===== src/rtl/clock_ctrl_pkg.sv =====
// Shared types and limits for the board time-of-day controller.
// Mode encoding matches the o_mode output seen by the display driver.
package clock_ctrl_pkg;

    typedef enum logic [1:0] {
        StRun    = 2'd0,
        StSetHr  = 2'd1,
        StSetMin = 2'd2
    } mode_e;

    localparam logic [4:0] HR_MAX = 5'd23;
    localparam logic [5:0] MS_MAX = 6'd59;

    // Bits needed to hold 0 .. max_count-1, never less than one.
    function automatic int unsigned cnt_width(input int unsigned max_count);
        return (max_count > 1) ? $clog2(max_count) : 1;
    endfunction

endpackage


===== src/rtl/clock_ctrl_btn_debounce.sv =====
// Push-button front end: 2-flop synchroniser, debounce sampled on the 120 Hz strobe,
// single-cycle press strobe on an accepted 0->1 change.
module clock_ctrl_btn_debounce
    import clock_ctrl_pkg::*;
#(
    parameter int unsigned DEBOUNCE_TICKS = 3
) (
    input  logic i_clk,
    input  logic i_reset_n,
    input  logic i_tick_f,
    input  logic i_btn,
    output logic o_level,
    output logic o_press
);

    localparam int unsigned CntW = cnt_width(DEBOUNCE_TICKS);
    localparam logic [CntW-1:0] CntLast = CntW'(DEBOUNCE_TICKS - 1);

    logic [1:0]      sync_q;
    logic            level_q, level_d;
    logic [CntW-1:0] cnt_q, cnt_d;
    logic            accept;

    always_ff @(posedge i_clk) begin
        if (!i_reset_n) begin
            sync_q  <= 2'b00;
            level_q <= 1'b0;
            cnt_q   <= '0;
        end else begin
            sync_q  <= {sync_q[0], i_btn};
            level_q <= level_d;
            cnt_q   <= cnt_d;
        end
    end

    // Any sample matching the accepted level restarts the run of differing samples.
    always_comb begin
        level_d = level_q;
        cnt_d   = cnt_q;
        accept  = 1'b0;
        if (i_tick_f) begin
            if (sync_q[1] == level_q) begin
                cnt_d = '0;
            end else if (cnt_q == CntLast) begin
                accept  = 1'b1;
                level_d = sync_q[1];
                cnt_d   = '0;
            end else begin
                cnt_d = cnt_q + 1'b1;
            end
        end
    end

    // o_level already reflects an acceptance happening this cycle.
    assign o_level = level_d;
    assign o_press = accept & sync_q[1];

endmodule


===== src/rtl/clock_ctrl.sv =====
// Time-of-day controller: HH:MM:SS counters, RUN/SET_HR/SET_MIN mode machine,
// UP auto-repeat and blink phase for the field being set.
module clock_ctrl
    import clock_ctrl_pkg::*;
#(
    parameter int unsigned DEBOUNCE_TICKS = 3,
    parameter int unsigned HOLD_TICKS     = 60,
    parameter int unsigned REPEAT_TICKS   = 12,
    parameter int unsigned BLINK_TICKS    = 30
) (
    input  logic       i_clk,
    input  logic       i_reset_n,
    input  logic       i_tick_n,
    input  logic       i_tick_f,
    input  logic       i_btn_mode,
    input  logic       i_btn_up,
    output logic [4:0] o_hours,
    output logic [5:0] o_minutes,
    output logic [5:0] o_seconds,
    output logic [1:0] o_mode,
    output logic       o_blink
);

    localparam int unsigned RepW =
        cnt_width((HOLD_TICKS > REPEAT_TICKS) ? HOLD_TICKS : REPEAT_TICKS);
    localparam logic [RepW-1:0] HoldLast   = RepW'(HOLD_TICKS - 1);
    localparam logic [RepW-1:0] RepeatLast = RepW'(REPEAT_TICKS - 1);
    localparam int unsigned BlinkW = cnt_width(BLINK_TICKS);
    localparam logic [BlinkW-1:0] BlinkLast = BlinkW'(BLINK_TICKS - 1);

    logic mode_press, up_press, up_level, unused_mode_level;

    clock_ctrl_btn_debounce #(
        .DEBOUNCE_TICKS(DEBOUNCE_TICKS)
    ) u_mode_db (
        .i_clk    (i_clk),
        .i_reset_n(i_reset_n),
        .i_tick_f (i_tick_f),
        .i_btn    (i_btn_mode),
        .o_level  (unused_mode_level),
        .o_press  (mode_press)
    );

    clock_ctrl_btn_debounce #(
        .DEBOUNCE_TICKS(DEBOUNCE_TICKS)
    ) u_up_db (
        .i_clk    (i_clk),
        .i_reset_n(i_reset_n),
        .i_tick_f (i_tick_f),
        .i_btn    (i_btn_up),
        .o_level  (up_level),
        .o_press  (up_press)
    );

    mode_e             state_q, state_d;
    logic [4:0]        hours_q, hours_d;
    logic [5:0]        minutes_q, minutes_d;
    logic [5:0]        seconds_q, seconds_d;
    logic [RepW-1:0]   rep_cnt_q, rep_cnt_d;
    logic              rep_phase_q, rep_phase_d;
    logic [BlinkW-1:0] blink_cnt_q, blink_cnt_d;
    logic              blink_q, blink_d;
    logic              up_inc;

    always_ff @(posedge i_clk) begin
        if (!i_reset_n) begin
            state_q     <= StRun;
            hours_q     <= '0;
            minutes_q   <= '0;
            seconds_q   <= '0;
            rep_cnt_q   <= '0;
            rep_phase_q <= 1'b0;
            blink_cnt_q <= '0;
            blink_q     <= 1'b0;
        end else begin
            state_q     <= state_d;
            hours_q     <= hours_d;
            minutes_q   <= minutes_d;
            seconds_q   <= seconds_d;
            rep_cnt_q   <= rep_cnt_d;
            rep_phase_q <= rep_phase_d;
            blink_cnt_q <= blink_cnt_d;
            blink_q     <= blink_d;
        end
    end

    always_comb begin
        state_d = state_q;
        unique case (state_q)
            StRun:    if (mode_press) state_d = StSetHr;
            StSetHr:  if (mode_press) state_d = StSetMin;
            StSetMin: if (mode_press) state_d = StRun;
            default:  state_d = StRun;
        endcase
    end

    // Auto-repeat: hold phase (rep_phase_q=0) then periodic phase until release.
    always_comb begin
        up_inc      = 1'b0;
        rep_cnt_d   = rep_cnt_q;
        rep_phase_d = rep_phase_q;
        if (up_press) begin
            up_inc      = 1'b1;
            rep_cnt_d   = '0;
            rep_phase_d = 1'b0;
        end else if (!up_level) begin
            rep_cnt_d   = '0;
            rep_phase_d = 1'b0;
        end else if (i_tick_f) begin
            if ((!rep_phase_q && rep_cnt_q == HoldLast) ||
                (rep_phase_q && rep_cnt_q == RepeatLast)) begin
                up_inc      = 1'b1;
                rep_cnt_d   = '0;
                rep_phase_d = 1'b1;
            end else begin
                rep_cnt_d = rep_cnt_q + 1'b1;
            end
        end
    end

    always_comb begin
        hours_d   = hours_q;
        minutes_d = minutes_q;
        seconds_d = seconds_q;
        unique case (state_q)
            StRun: begin
                if (i_tick_n) begin
                    if (seconds_q == MS_MAX) begin
                        seconds_d = '0;
                        if (minutes_q == MS_MAX) begin
                            minutes_d = '0;
                            hours_d   = (hours_q == HR_MAX) ? 5'd0 : hours_q + 5'd1;
                        end else begin
                            minutes_d = minutes_q + 6'd1;
                        end
                    end else begin
                        seconds_d = seconds_q + 6'd1;
                    end
                end
            end
            StSetHr: begin
                if (up_inc) hours_d = (hours_q == HR_MAX) ? 5'd0 : hours_q + 5'd1;
            end
            StSetMin: begin
                if (up_inc) minutes_d = (minutes_q == MS_MAX) ? 6'd0 : minutes_q + 6'd1;
                if (mode_press) seconds_d = '0;
            end
            default: ;
        endcase
    end

    always_comb begin
        blink_cnt_d = blink_cnt_q;
        blink_d     = blink_q;
        if (state_d != state_q || state_q == StRun) begin
            blink_cnt_d = '0;
            blink_d     = 1'b0;
        end else if (i_tick_f) begin
            if (blink_cnt_q == BlinkLast) begin
                blink_cnt_d = '0;
                blink_d     = ~blink_q;
            end else begin
                blink_cnt_d = blink_cnt_q + 1'b1;
            end
        end
    end

    assign o_hours   = hours_q;
    assign o_minutes = minutes_q;
    assign o_seconds = seconds_q;
    assign o_mode    = state_q;
    assign o_blink   = blink_q;

endmodule


===== config.mk =====
export PLATFORM = sky130hd
export DESIGN_NAME = clock_ctrl
export DESIGN_NICKNAME = d
export VERILOG_FILES = /design/src/rtl/clock_ctrl_pkg.sv /design/src/rtl/clock_ctrl_btn_debounce.sv /design/src/rtl/clock_ctrl.sv
export SDC_FILE = /design/constraint.sdc
export NUM_CORES = 1
export LEC_CHECK = 0
export CORE_ASPECT_RATIO = 1.5
export CORE_UTILIZATION = 56
export DETAILED_ROUTE_END_ITERATION = 12
export DONT_BUFFER_PORTS = 1
export HOLD_SLACK_MARGIN = 0.15
export PLACE_DENSITY = 0.72
export RECOVER_POWER = 25
export SYNTH_ARGS = -nofsm -noshare
export SYNTH_HDL_FRONTEND = slang
export SYNTH_SLANG_ARGS = --single-unit

===== constraint.sdc =====
create_clock -name i_clk -period 1.65 [get_ports i_clk]
set_input_delay 0.33 -clock i_clk [delete_from_list [all_inputs] [get_ports i_clk]]
set_output_delay 0.33 -clock i_clk [all_outputs]
set_load 0.01 [all_outputs]

==> Word level (Yosys, flattened, before mapping) <==
Index checks and enable logic that the tools add are counted.
Widths: inputs -> output; s select.
{ "word_totals": {"wordCells": 100, "output_inout_bits": 20, "ff_bits": 42, "in_bits": 6} }
{ "op_classes": {"addsub": 7, "muxes": 38, "reduce_logical": 16, "eq_ne": 19, "bitwise_logic": 6} }
{ "ops": {"columns": ["operator", "n"], "rows": [
  ["$mux 6", 8],
  ["$mux 5", 6],
  ["$pmux 6 s2", 2],
  ["$add 6x1->6 const B", 3],
  ["$eq 6x6->1 const B", 3],
  ["$mux 2", 7],
  ["$mux 1", 13],
  ["$ne 2x2->1 const B", 6],
  ["$add 5x1->5 const B", 2],
  ["$eq 5x5->1 const B", 2],
  ["$pmux 5 s2", 1],
  ["$eq 2x2->1 const B", 3],
  ["$eq 6x4->1 const B", 1],
  ["$pmux 2 s3", 1],
  ["$reduce_and 3->1", 2],
  ["$reduce_and 5->1", 1],
  ["$add 2x1->2 const B", 2],
  ["$not 1->1", 4],
  ["$reduce_and 2->1", 2],
  ["$reduce_and 4->1", 1],
  ["$reduce_bool 2->1", 2],
  ["$reduce_or 3->1", 1],
  ["$and 1x1->1", 2],
  ["$eq 1x1->1", 2],
  ["7 further kinds", 9]
]} }

==> Longest topological paths before layout <==
Gate-level depths: netlist (run 1).
{ "logic_depth": {"depth_word": 10, "depth_mapped": 7, "mapped_depth_nobuf": 7} }

==> Modules after synthesis <==
From an unflattened synthesis (run 1), not the netlist that was laid out.
{ "hier_totals": {"cells_unflattened": 235, "hier_area_um2": 2184.6} }
{ "by_module_without_submodules": {"columns": ["module", "cells_per_inst", "seq_area_each_um2", "instances", "area_per_inst_um2"], "rows": [
  ["clock_ctrl", 195, 640.6, 1, 1731.7],
  ["clock_ctrl_btn_debounce", 20, 100.1, 2, 226.5]
]} }

==> Least setup slack after synthesis (run 1) <==
No wires, ideal clock.
{ "synth_timing": {"kind": "flip-flop to flip-flop", "startpoint": "register rep_cnt_q[4]", "endpoint": "register minutes_q[0] (netlist: o_minutes[0])", "stages_incl_launch_ff": 7, "path_buffers": 0, "t_arrival_ps": 1639, "period_less_slack_ps": 1764, "slack_ps": -114, "path_cell_list": "dfxtp_1 > nor3b_2 > o2111ai_4 > a2111oi_4 > nor2_2 > o31ai_4 > nor2_1"} }
{ "synth_between": {"elab_chain_cells": 9, "word_cells_on_any_way": 11, "classes_between": "eq/ne: 3; mux: 4; reduce/logical: 4"} }
{ "synth_lines": {"columns": ["item", "line_no", "text"], "rows": [
  ["start: declaration", "clock_ctrl.sv:59", "logic [RepW-1:0] rep_cnt_q, rep_cnt_d;"],
  ["start signal: assignment", "clock_ctrl.sv:80", "rep_cnt_q <= rep_cnt_d;"],
  ["$eq 6x6->1 / $eq 6x4->1 (equally long branches)", "clock_ctrl.sv:110, clock_ctrl.sv:111", null],
  ["$logic_and 1x1->1 (on tied branches)", "clock_ctrl.sv:110, clock_ctrl.sv:111", null],
  ["$logic_or 1x1->1 (*)", "clock_ctrl.sv:110", "if ((!rep_phase_q && rep_cnt_q == HoldLast) ||"],
  ["$mux 1 (*)", "clock_ctrl.sv:110", null],
  ["$mux 1 (*)", "clock_ctrl.sv:109", "end else if (i_tick_f) begin"],
  ["$mux 1 (*)", "clock_ctrl.sv:106", "end else if (!up_level) begin"],
  ["$mux 1 (*)", "clock_ctrl.sv:102", "if (up_press) begin"],
  ["$ne 2x2->1 (no source line) (*)", null, null],
  ["$reduce_and 4->1 (no source line) (*)", null, null],
  ["end signal: assignment", "clock_ctrl.sv:78", "minutes_q <= minutes_d;"],
  ["end: declaration", "clock_ctrl.sv:57", "logic [5:0] minutes_q, minutes_d;"]
]} }
Every way passes the cells marked *; elsewhere a longest branch is shown, timed or not.
A chain may end at the register's enable or synchronous reset.

==> Final worst setup path (run 1) <==
{ "layout_timing": {"startpoint": "register rep_phase_q", "endpoint": "register minutes_q[4] (netlist: o_minutes[4])"} }
{ "layout_between": {"elab_chain_cells": 9, "word_cells_on_any_way": 10, "classes_between": "eq/ne: 1; mux: 4; reduce/logical: 5"} }
{ "layout_lines": {"columns": ["item", "line_no", "text"], "rows": [
  ["start: declaration", "clock_ctrl.sv:60", "logic rep_phase_q, rep_phase_d;"],
  ["start signal: assignment", "clock_ctrl.sv:81", "rep_phase_q <= rep_phase_d;"],
  ["$logic_not 1->1", "clock_ctrl.sv:110", null],
  ["$logic_and 1x1->1", "clock_ctrl.sv:110", null],
  ["$logic_or 1x1->1 (*)", "clock_ctrl.sv:110", null],
  ["$mux 1 (*)", "clock_ctrl.sv:110", null],
  ["$mux 1 (*)", "clock_ctrl.sv:109", null],
  ["$mux 1 (*)", "clock_ctrl.sv:106", null],
  ["$mux 1 (*)", "clock_ctrl.sv:102", null],
  ["$ne 2x2->1 (no source line) (*)", null, null],
  ["$reduce_and 4->1 (no source line) (*)", null, null]
]} }
Marked as above.

==> results of run 1 <==
[through the flow]
| step | hold WS [ns] | utilization [%] | power (mW) |
|---|---|---|---|
| 2_1_floorplan | 0.4119 | - | 1.104 |
| 3_3_place_gp | 0.4176 | 67.57 | 1.113 |
| 3_5_place_dp | 0.4275 | 67.57 | 1.115 |
| 4_1_cts | 0.1504 | 72.41 | 1.782 |
| 5_1_grt | 0.1473 | 75.41 | 1.851 |
| 6_report | 0.1560 | 75.41 | 1.786 |
[worst reg2reg max path, cell delays in order, from the launching register on]
cell	delay, ns
dfxtp_2	0.33
and3b_4	0.31
o2111ai_4	0.17
a2111oi_4	0.37
buf_4	0.21
o2111ai_2	0.11
xor2_1	0.18
nor2_1	0.05
[cells by family after synthesis]
family	Yosys count	synth area share [%]
xor gates and xnor gates	21	9.269
adders and majority gates	6	3.783
buffers and inverters	10	1.891
muxes	9	4.603
AOI/OAI and AO/OA	34	14.75
and+or+nand+nor	88	23.33
DFF	42	42.37
[what timing repair did]
action | 4_1_cts | 5_1_grt
pin swaps | 3 | 6
hold buffers | 1 | 1
hold endpoints to repair | 1 | 2
resized for setup | 11 | 14
setup buffers | 2 | 7
endpoints found under the setup margin | 11 | 14
[metal layers]
metal | GRT usage, % | up-vias | share of wire, %
met3 | 7.677 | 11 | 3.4
met1 | 22.12 | 813 | 39
met5 | 0 | - | 0
met2 | 48.00 | 31 | 55
li1 | - | 834 | -
met4 | 12.04 | 0 | 2.5
[worst min-delay path by stage]
stage                     slack (ns)  depth (start not counted)           startpoint                   to
final                           0.16                          1            i_reset_n    u_up_db.sync_q[1]
after global routing            0.15                          1             i_btn_up    u_up_db.sync_q[0]
after CTS                       0.15                          1            i_reset_n      u_up_db.level_q
after detailed placement        0.43                          1    u_up_db.sync_q[0]    u_up_db.sync_q[1]
after global placement          0.42                          1  u_mode_db.sync_q[0]  u_mode_db.sync_q[1]
after floorplan                 0.41                          1  u_mode_db.sync_q[0]  u_mode_db.sync_q[1]
[sequential cells by signal, summed over array words and instances, names as in the netlist]
signal and cells:
o_hours 5, u_up_db.sync_q 2, rep_phase_q 1, u_up_db.cnt_q 2
rep_cnt_q 6, o_seconds 6, u_mode_db.level_q 1, blink_cnt_q 5
u_mode_db.cnt_q 2, o_minutes 6, u_mode_db.sync_q 2, u_up_db.level_q 1
o_mode 2, o_blink 1
[cell type report]
class	instances	area, um2	share of cell area [%]
multi-input combinational	158	1182	46.35
sequential	42	852.1	33.40
timing repair buffer	46	350.3	13.73
clock buffer	7	86.33	3.384
tap	42	52.55	2.060
inverter	6	22.52	0.8828
clock inverter	1	5.005	0.1962
[layout by cell type (no fill, tap or decap), drive strengths merged, types with 2 or more instances in the layout]
| master | n |
|---|---|
| a21boi | 2 |
| a21oi | 4 |
| and2 | 7 |
| and3 | 2 |
| buf | 42 |
| clkbuf | 9 |
| dfxtp | 42 |
| dlygate4sd3 | 2 |
| ha | 6 |
| inv | 6 |
| mux2i | 8 |
| nand2 | 14 |
| nand2b | 2 |
| nand3 | 3 |
| nand3b | 2 |
| nand4 | 7 |
| nor2 | 27 |
| nor2b | 10 |
| nor3 | 6 |
| nor3b | 2 |
| o2111ai | 3 |
| o211ai | 5 |
| o21a | 2 |
| o21ai | 7 |
| o31ai | 3 |
| or3 | 2 |
| xnor2 | 6 |
| xor2 | 15 |
[power breakdown]
group	switching, mW	internal (mW)	total [mW]
registers	0.00888	1.02	1.03
clock network	0.345	0.338	0.683
logic	0.0294	0.0405	0.0699
==> impl_metrics.env, run 1 <==
export IMPL_synth_top_cells_by_count="dfxtp_1, nor2_1, xor2_1, nand2_1, nor2b_1"
export IMPL_crit_chain="and3b_4, o2111ai_4, a2111oi_4, buf_4, o2111ai_2, xor2_1, nor2_1"
export IMPL_setup_violations=10
export IMPL_max_freq_mhz=544.9
export IMPL_rr_endpoint="o_minutes[4]"
export IMPL_die_area_um2=3791
export IMPL_wirelength_um=4733
export IMPL_dieHeight_um=74.91
export IMPL_crit_fanout=4
export IMPL_setup_tns_ns=-1.082
export IMPL_hp_class="in2reg"
export IMPL_rsz0062_at_grt="yes"
export IMPL_place_area_um2=2286
export IMPL_synth_area_um2=1984
export IMPL_antenna_cells=0
export IMPL_grt_usage_pct=24.44
export IMPL_grt_overflow=0
export IMPL_crit_required_ns=1.83
export IMPL_finalCritPeriodShare_pct=111.2
export IMPL_cp_num_buf_inv=1
export IMPL_hpwl_um=3129
export IMPL_outcome="complete, but fails checks"
export IMPL_clockRootBuffer="clkbuf_8"
export IMPL_insertion_delay_ns=0.30
export IMPL_syn2layout_area_growth_pct=28.56
export IMPL_yosys_area_top_type_share_pct=42.37
export IMPL_grt_antenna_before_repair=0
export IMPL_ys_seq_elements=42
export IMPL_n_fill_cell=246
export IMPL_start_util_pct=58.65
export IMPL_vdd_drop_max_uv=678.6
export IMPL_num_vias=1689
export IMPL_synth_area_top_cells="dfxtp_1, xor2_1, nor2_1"
export IMPL_portBuffers=0
export IMPL_dp_slack_ns=-0.1963
export IMPL_clk_path_buf_depth=2
export IMPL_crit_arrival_ns=2.02
export IMPL_finClkSkew_ns=0.01151
export IMPL_core_area_um2=3383
export IMPL_yosysSeqAreaShare_pct=42.37
export IMPL_avgSynthCellArea_um2=9.450
export IMPL_htreeDepth=2
export IMPL_rows=26
export IMPL_design_area_um2=2551
export IMPL_synth_largest_area_cell="dfxtp_1"
export IMPL_worstSetupStartpointType="flop"
export IMPL_violations="setup timing"
export IMPL_p_leak_nw=0.9875
export IMPL_tightest_slew_ns=0.3392
export IMPL_slew_headroom_pct=77.28
export IMPL_ios=26
export IMPL_hold_viol_final=0
export IMPL_crit_type="reg2reg"
export IMPL_gp_congestion=0.8697
export IMPL_worstRegToRegCells=7
export IMPL_nets=271
export IMPL_cp_depth=7
export IMPL_ys_flop_type="dfxtp_1"
export IMPL_synth_async_reset_ratio_pct=0
export IMPL_grt_pass1_wl_um=6858
export IMPL_final_instance_count_excl_fill=302
export IMPL_final_min_clock_period_ns=1.835
export IMPL_post_place_cells=283
export IMPL_setup_ws_ns=-0.1853
export IMPL_synth_nets=222
export IMPL_yosysMostFrequentCell="dfxtp_1"
export IMPL_rrSetupSlack_ns=-0.19
export IMPL_drive_above_1_share_pct=30.38
export IMPL_cts_sinks=42
export IMPL_cpPeakStageDelay_ns=0.37
export IMPL_cpLargestDelayFamily="compound AO/OA/AOI/OAI gates"
export IMPL_slew_viol_final=0
export IMPL_crit_slowest_cell="a2111oi_4"
export IMPL_cts_tree="built"
export IMPL_yosysWarnings=0
export IMPL_drt_iter0_markers=27
export IMPL_drc=0
export IMPL_wire_per_inst_um=15.67
export IMPL_vias_per_cell=5.593
export IMPL_dieWidth_um=50.61
export IMPL_crit_start="rep_phase_q"
export IMPL_reg2reg_from="rep_phase_q"
export IMPL_grt_max_degree=26
export IMPL_critPathCapture="o_minutes[4]"
export IMPL_firstDrtPassIters=4
export IMPL_clk_pin_slew_ns=0.08
export IMPL_drv_cap=0
export IMPL_grt_pass1_vias=1643
export IMPL_ant_nets=0
export IMPL_synth_edf_count=0
export IMPL_cts_made_buffers=5
export IMPL_worstSetupEndpointType="flop"
export IMPL_cellPowerDensity_nw_per_um2=700.1
export IMPL_synth_distinct_cells=44
export IMPL_syn_inst=210
Note: power is estimated with default switching activity, not from simulation.
==> run 2: changes to the inputs <==
- CORE_UTILIZATION: 56 -> 59
- CTS_BUF_LIST: not set -> sky130_fd_sc_hd__clkbuf_4 sky130_fd_sc_hd__clkbuf_8
- PLACE_DENSITY: 0.72 -> 0.76
==> run 2 against run 1 <==
Effect of this change: sequential power hardly changed; wire length is 9.3% lower; highest routed layer unchanged; the run still ends with setup timing left; clock skew decreased by 0.0043 ns; register-to-register slack better by 0.03 ns; setup slack better by 0.032 ns; sequential cell count stayed put; critical path type unchanged.
==> impl_metrics.env, run 2 (synthesized netlist as in run 1, its figures left out) <==
export IMPL_dieHeight_um=73.03
export IMPL_outcome="complete, but fails checks"
export IMPL_wl_met2_um=2443
export IMPL_crit_required_ns=1.83
export IMPL_mostFrequentLayoutCell="dfxtp_1"
export IMPL_max_freq_mhz=554.5
export IMPL_dp_slack_ns=-0.1957
export IMPL_cp_num_buf_inv=1
export IMPL_core_area_um2=3191
export IMPL_hp_class="in2reg"
export IMPL_wire_per_inst_um=14.81
export IMPL_final_instance_count_excl_fill=290
export IMPL_holdCritStartpoint="i_reset_n"
export IMPL_htreeDepth=2
export IMPL_cellPowerDensity_nw_per_um2=737.3
export IMPL_crit_slowest_cell="a2111oi_4"
export IMPL_drv_cap=0
export IMPL_final_cell_mix="dfxtp_1, buf_4, nor2_1, xor2_1, nand2_1"
export IMPL_p_leak_nw=0.9413
export IMPL_place_area_um2=2246
export IMPL_post_place_cells=276
export IMPL_slew_headroom_pct=76.38
export IMPL_crit_chain="and3b_4, o2111ai_4, a2111oi_4, buf_4, nor2_2, o31ai_4, nor2_1"
export IMPL_worstSetupStartpointType="flop"
export IMPL_drive_above_1_share_pct=24.40
export IMPL_firstDrtPassIters=4
export IMPL_grt_overflow=0
export IMPL_num_vias=1616
export IMPL_wirelength_um=4294
export IMPL_die_area_um2=3604
export IMPL_setup_violations=9
export IMPL_drc=0
export IMPL_drt_iter0_markers=47
export IMPL_cpLargestDelayFamily="compound AO/OA/AOI/OAI gates"
export IMPL_grt_antenna_before_repair=0
export IMPL_worstSetupEndpointType="flop"
export IMPL_finClkSkew_ns=0.007242
export IMPL_rows=25
export IMPL_vias_per_cell=5.572
export IMPL_n_fill_cell=243
export IMPL_met1_length_um=1566
export IMPL_design_area_um2=2432
export IMPL_clk_pin_slew_ns=0.08
export IMPL_grt_usage_pct=25.10
export IMPL_crit_type="reg2reg"
export IMPL_crit_start="rep_phase_q"
export IMPL_crit_arrival_ns=1.99
export IMPL_portBuffers=0
export IMPL_final_min_clock_period_ns=1.803
export IMPL_violations="setup timing"
export IMPL_cts_tree="built"
export IMPL_crit_fanout=5
export IMPL_slew_viol_final=0
export IMPL_antenna_cells=0
export IMPL_clockRootBuffer="clkbuf_8"
export IMPL_dieWidth_um=49.35
export IMPL_reg2reg_from="rep_phase_q"
export IMPL_syn2layout_area_growth_pct=22.57
export IMPL_cpPeakStageDelay_ns=0.34
export IMPL_grt_max_degree=26
export IMPL_nets=261
export IMPL_grt_pass1_vias=1612
export IMPL_vdd_drop_max_uv=775.4
export IMPL_ios=26
export IMPL_finalCritPeriodShare_pct=109.3
export IMPL_tightest_slew_ns=0.3527
export IMPL_cts_made_buffers=5
export IMPL_gp_congestion=0.7455
export IMPL_hpwl_um=3071
export IMPL_start_util_pct=62.20
export IMPL_grt_pass1_wl_um=6803
export IMPL_rsz0062_at_grt="yes"
export IMPL_hold_viol_final=0
export IMPL_setup_tns_ns=-0.9594
export IMPL_ant_nets=0
export IMPL_cts_sinks=42
export IMPL_clk_path_buf_depth=2
export IMPL_wl_met3_um=194
export IMPL_insertion_delay_ns=0.29
export IMPL_setup_ws_ns=-0.1533
export IMPL_top_layer_used="met4"
==> run 2: final timing paths <==
kind         cells past startpoint                  end  slack (ns)
min reg2reg                      1  u_mode_db.sync_q[1]        0.44
max reg2reg                      7         o_minutes[5]       -0.15
max                              7         o_minutes[5]       -0.15
min                              1    u_up_db.sync_q[0]        0.16
==> run 2: final cells by class <==
cell class	instances	area (um2)	share of cell area (%)
multi-input combinational	158	1140	46.86
sequential	42	843.3	34.67
timing repair buffer	36	281.5	11.57
clock buffer	7	90.09	3.704
tap	40	50.05	2.058
inverter	6	22.52	0.9259
clock inverter	1	5.005	0.2058
==> run 2: timing repair <==
item / in CTS / in global routing
cloned: 0 / 0
setup buffers: 3 / 0
endpoints found under the hold margin: 2 / 2
endpoints found under the setup margin: 11 / 13
pin swaps: 2 / 3
hold buffers: 2 / 1
gates resized for setup: 8 / 4
==> run 2: metal layers <==
metal  vias up  global-route usage, %
li1        809                      -
met5         -                      0
met2        33                  50.23
met1       765                  21.69
met3         9                  7.708
met4         0                  12.42
==> run 2: per-stage QoR <==
step / util (%) / hold slack [ns] / power (mW)
after floorplan: - / 0.4119 / 1.104
after global placement: 70.39 / 0.4201 / 1.108
after detailed placement: 70.39 / 0.4305 / 1.112
after CTS: 75.53 / 0.1504 / 1.798
after global routing: 76.24 / 0.1486 / 1.849
final: 76.24 / 0.1622 / 1.793
==> run 2: power by group <==
part,internal (mW),switching (mW)
sequential,1.02,0.00669
clock,0.354,0.343
combinational,0.0380,0.0282
==> run 3: changes to the inputs <==
- SYNTH_HIERARCHICAL: not set -> 1
==> run 3 against run 2 <==
Effect of this change: the flow still finishes with violations (setup timing); synthesized cell count grew 11%; via count rose by 25%; setup slack got worse by 0.081 ns; critical path type unchanged; critical endpoint is now o_minutes[0]; wire length is 27% higher; final area grew 13%; critical path depth shrank 1; clock power up 16%; first-iteration DRC count is 13% higher; fmax fell by 4.3%; register-to-register slack worse by 0.08 ns.
==> impl_metrics.env, run 3 <==
export IMPL_worstSetupEndpointType="flop"
export IMPL_crit_slowest_cell="a2111o_1"
export IMPL_max_freq_mhz=530.8
export IMPL_rows=26
export IMPL_synth_nets=246
export IMPL_ios=26
export IMPL_insertion_delay_ns=0.30
export IMPL_final_cell_mix="dfxtp_1, buf_4, nand2_1, nor2_1, xnor2_1"
export IMPL_design_area_um2=2760
export IMPL_syn2layout_area_growth_pct=27.22
export IMPL_setup_ws_ns=-0.2339
export IMPL_finalCritPeriodShare_pct=114.2
export IMPL_crit_type="reg2reg"
export IMPL_grt_pass1_wl_um=8590
export IMPL_yosysWarnings=6
export IMPL_hpwl_um=3681
export IMPL_cellPowerDensity_nw_per_um2=704.2
export IMPL_grt_usage_pct=28.81
export IMPL_crit_arrival_ns=2.12
export IMPL_crit_required_ns=1.88
export IMPL_synth_area_um2=2170
export IMPL_wire_per_inst_um=16.83
export IMPL_clockRootBuffer="clkbuf_8"
export IMPL_firstDrtPassIters=4
export IMPL_cpPeakStageDelay_ns=0.43
export IMPL_drive_above_1_share_pct=28.01
export IMPL_worstSetupStartpointType="flop"
export IMPL_hold_viol_final=0
export IMPL_cts_tree="built"
export IMPL_rsz0062_at_grt="yes"
export IMPL_finClkSkew_ns=0.003019
export IMPL_nets=293
export IMPL_cts_sinks=42
export IMPL_met1_length_um=2046
export IMPL_cpLargestDelayFamily="compound AO/OA/AOI/OAI gates"
export IMPL_antenna_cells=0
export IMPL_wl_met2_um=2920
export IMPL_wl_met3_um=277
export IMPL_slew_viol_final=0
export IMPL_tightest_slew_ns=0.4940
export IMPL_start_util_pct=62.92
export IMPL_drc=0
export IMPL_dieWidth_um=51.51
export IMPL_num_vias=2025
export IMPL_avgSynthCellArea_um2=9.272
export IMPL_vias_per_cell=6.250
export IMPL_grt_pass1_vias=2040
export IMPL_final_min_clock_period_ns=1.884
export IMPL_dieHeight_um=76.27
export IMPL_crit_fanout=6
export IMPL_hp_class="in2reg"
export IMPL_cts_made_buffers=5
export IMPL_grt_max_degree=31
export IMPL_core_area_um2=3448
export IMPL_violations="setup timing"
export IMPL_ant_nets=0
export IMPL_place_area_um2=2445
export IMPL_n_fill_cell=218
export IMPL_grt_antenna_before_repair=0
export IMPL_wirelength_um=5454
export IMPL_cp_num_buf_inv=0
export IMPL_portBuffers=0
export IMPL_p_leak_nw=1.079
export IMPL_vdd_drop_max_uv=772.2
export IMPL_die_area_um2=3929
export IMPL_setup_violations=11
export IMPL_final_util_pct=80.04
export IMPL_clk_pin_slew_ns=0.08
export IMPL_crit_chain="nand3b_4, mux2_4, or2b_1, a2111o_1, a211o_1, a21oi_2"
export IMPL_outcome="complete, but fails checks"
export IMPL_clk_path_buf_depth=2
export IMPL_drv_cap=0
export IMPL_htreeDepth=2
export IMPL_syn_inst=234
export IMPL_grt_overflow=0
export IMPL_power_total_mw=1.944
export IMPL_drt_iter0_markers=53
export IMPL_top_layer_used="met4"
export IMPL_slew_headroom_pct=67.03
export IMPL_gp_congestion=0.7885
run 3: per-layer routing:
layer | track usage [%] | vias to the layer above
met2 | 50.65 | 75
met3 | 6.786 | 20
li1 | - | 953
met1 | 28.27 | 977
met5 | 0 | -
met4 | 19.46 | 0
run 3: cell type report:
cell class | instances | area (um2) | share of cell area (%)
Inverter | 5 | 18.77 | 0.6800
Clock inverter | 3 | 40.04 | 1.451
Tap cell | 42 | 52.55 | 1.904
Clock buffer | 5 | 68.82 | 2.493
Timing Repair Buffer | 45 | 347.8 | 12.60
Sequential cell | 42 | 844.6 | 30.60
Multi-Input combinational cell | 182 | 1388 | 50.27
run 3: repair_timing:
action	4_1_cts	5_1_grt
setup endpoints to repair	14	24
setup buffers	5	6
resized for setup	8	11
hold buffers	3	1
pin swaps	8	12
gates cloned	0	0
endpoints found under the hold margin	2	1
run 3: final timing paths:
check                                         start             endpoint  slack, ns  cells after the start
worst min-delay path                      i_reset_n  u_mode_db/sync_q[1]       0.16                      1
worst max register to register     u_up_db/cnt_q[0]         o_minutes[0]      -0.23                      6
worst min register to register  u_mode_db/sync_q[0]  u_mode_db/sync_q[1]       0.46                      1
worst max-delay path               u_up_db/cnt_q[0]         o_minutes[0]      -0.23                      6
run 3: where the power goes:
group	internal [mW]	switching, mW	total (mW)	leakage (nW)
Sequential	1.03	0.0123	1.04	0.341
Combinational	0.0469	0.0450	0.0920	0.680
Clock	0.445	0.366	0.812	0.0579
run 3: metrics by stage:
stage          worst slack (ns)  instances  hold WS [ns]  TNS, ns
4_1_cts                 -0.2446        317        0.1507   -1.627
3_3_place_gp            -0.1546        301        0.4202  -0.6999
6_report                -0.2339        324        0.1572   -1.801
5_1_grt                 -0.2441        324        0.1504   -2.345
2_1_floorplan           -0.1022        234        0.4118  -0.3429
3_5_place_dp            -0.2198        301        0.4428   -1.576
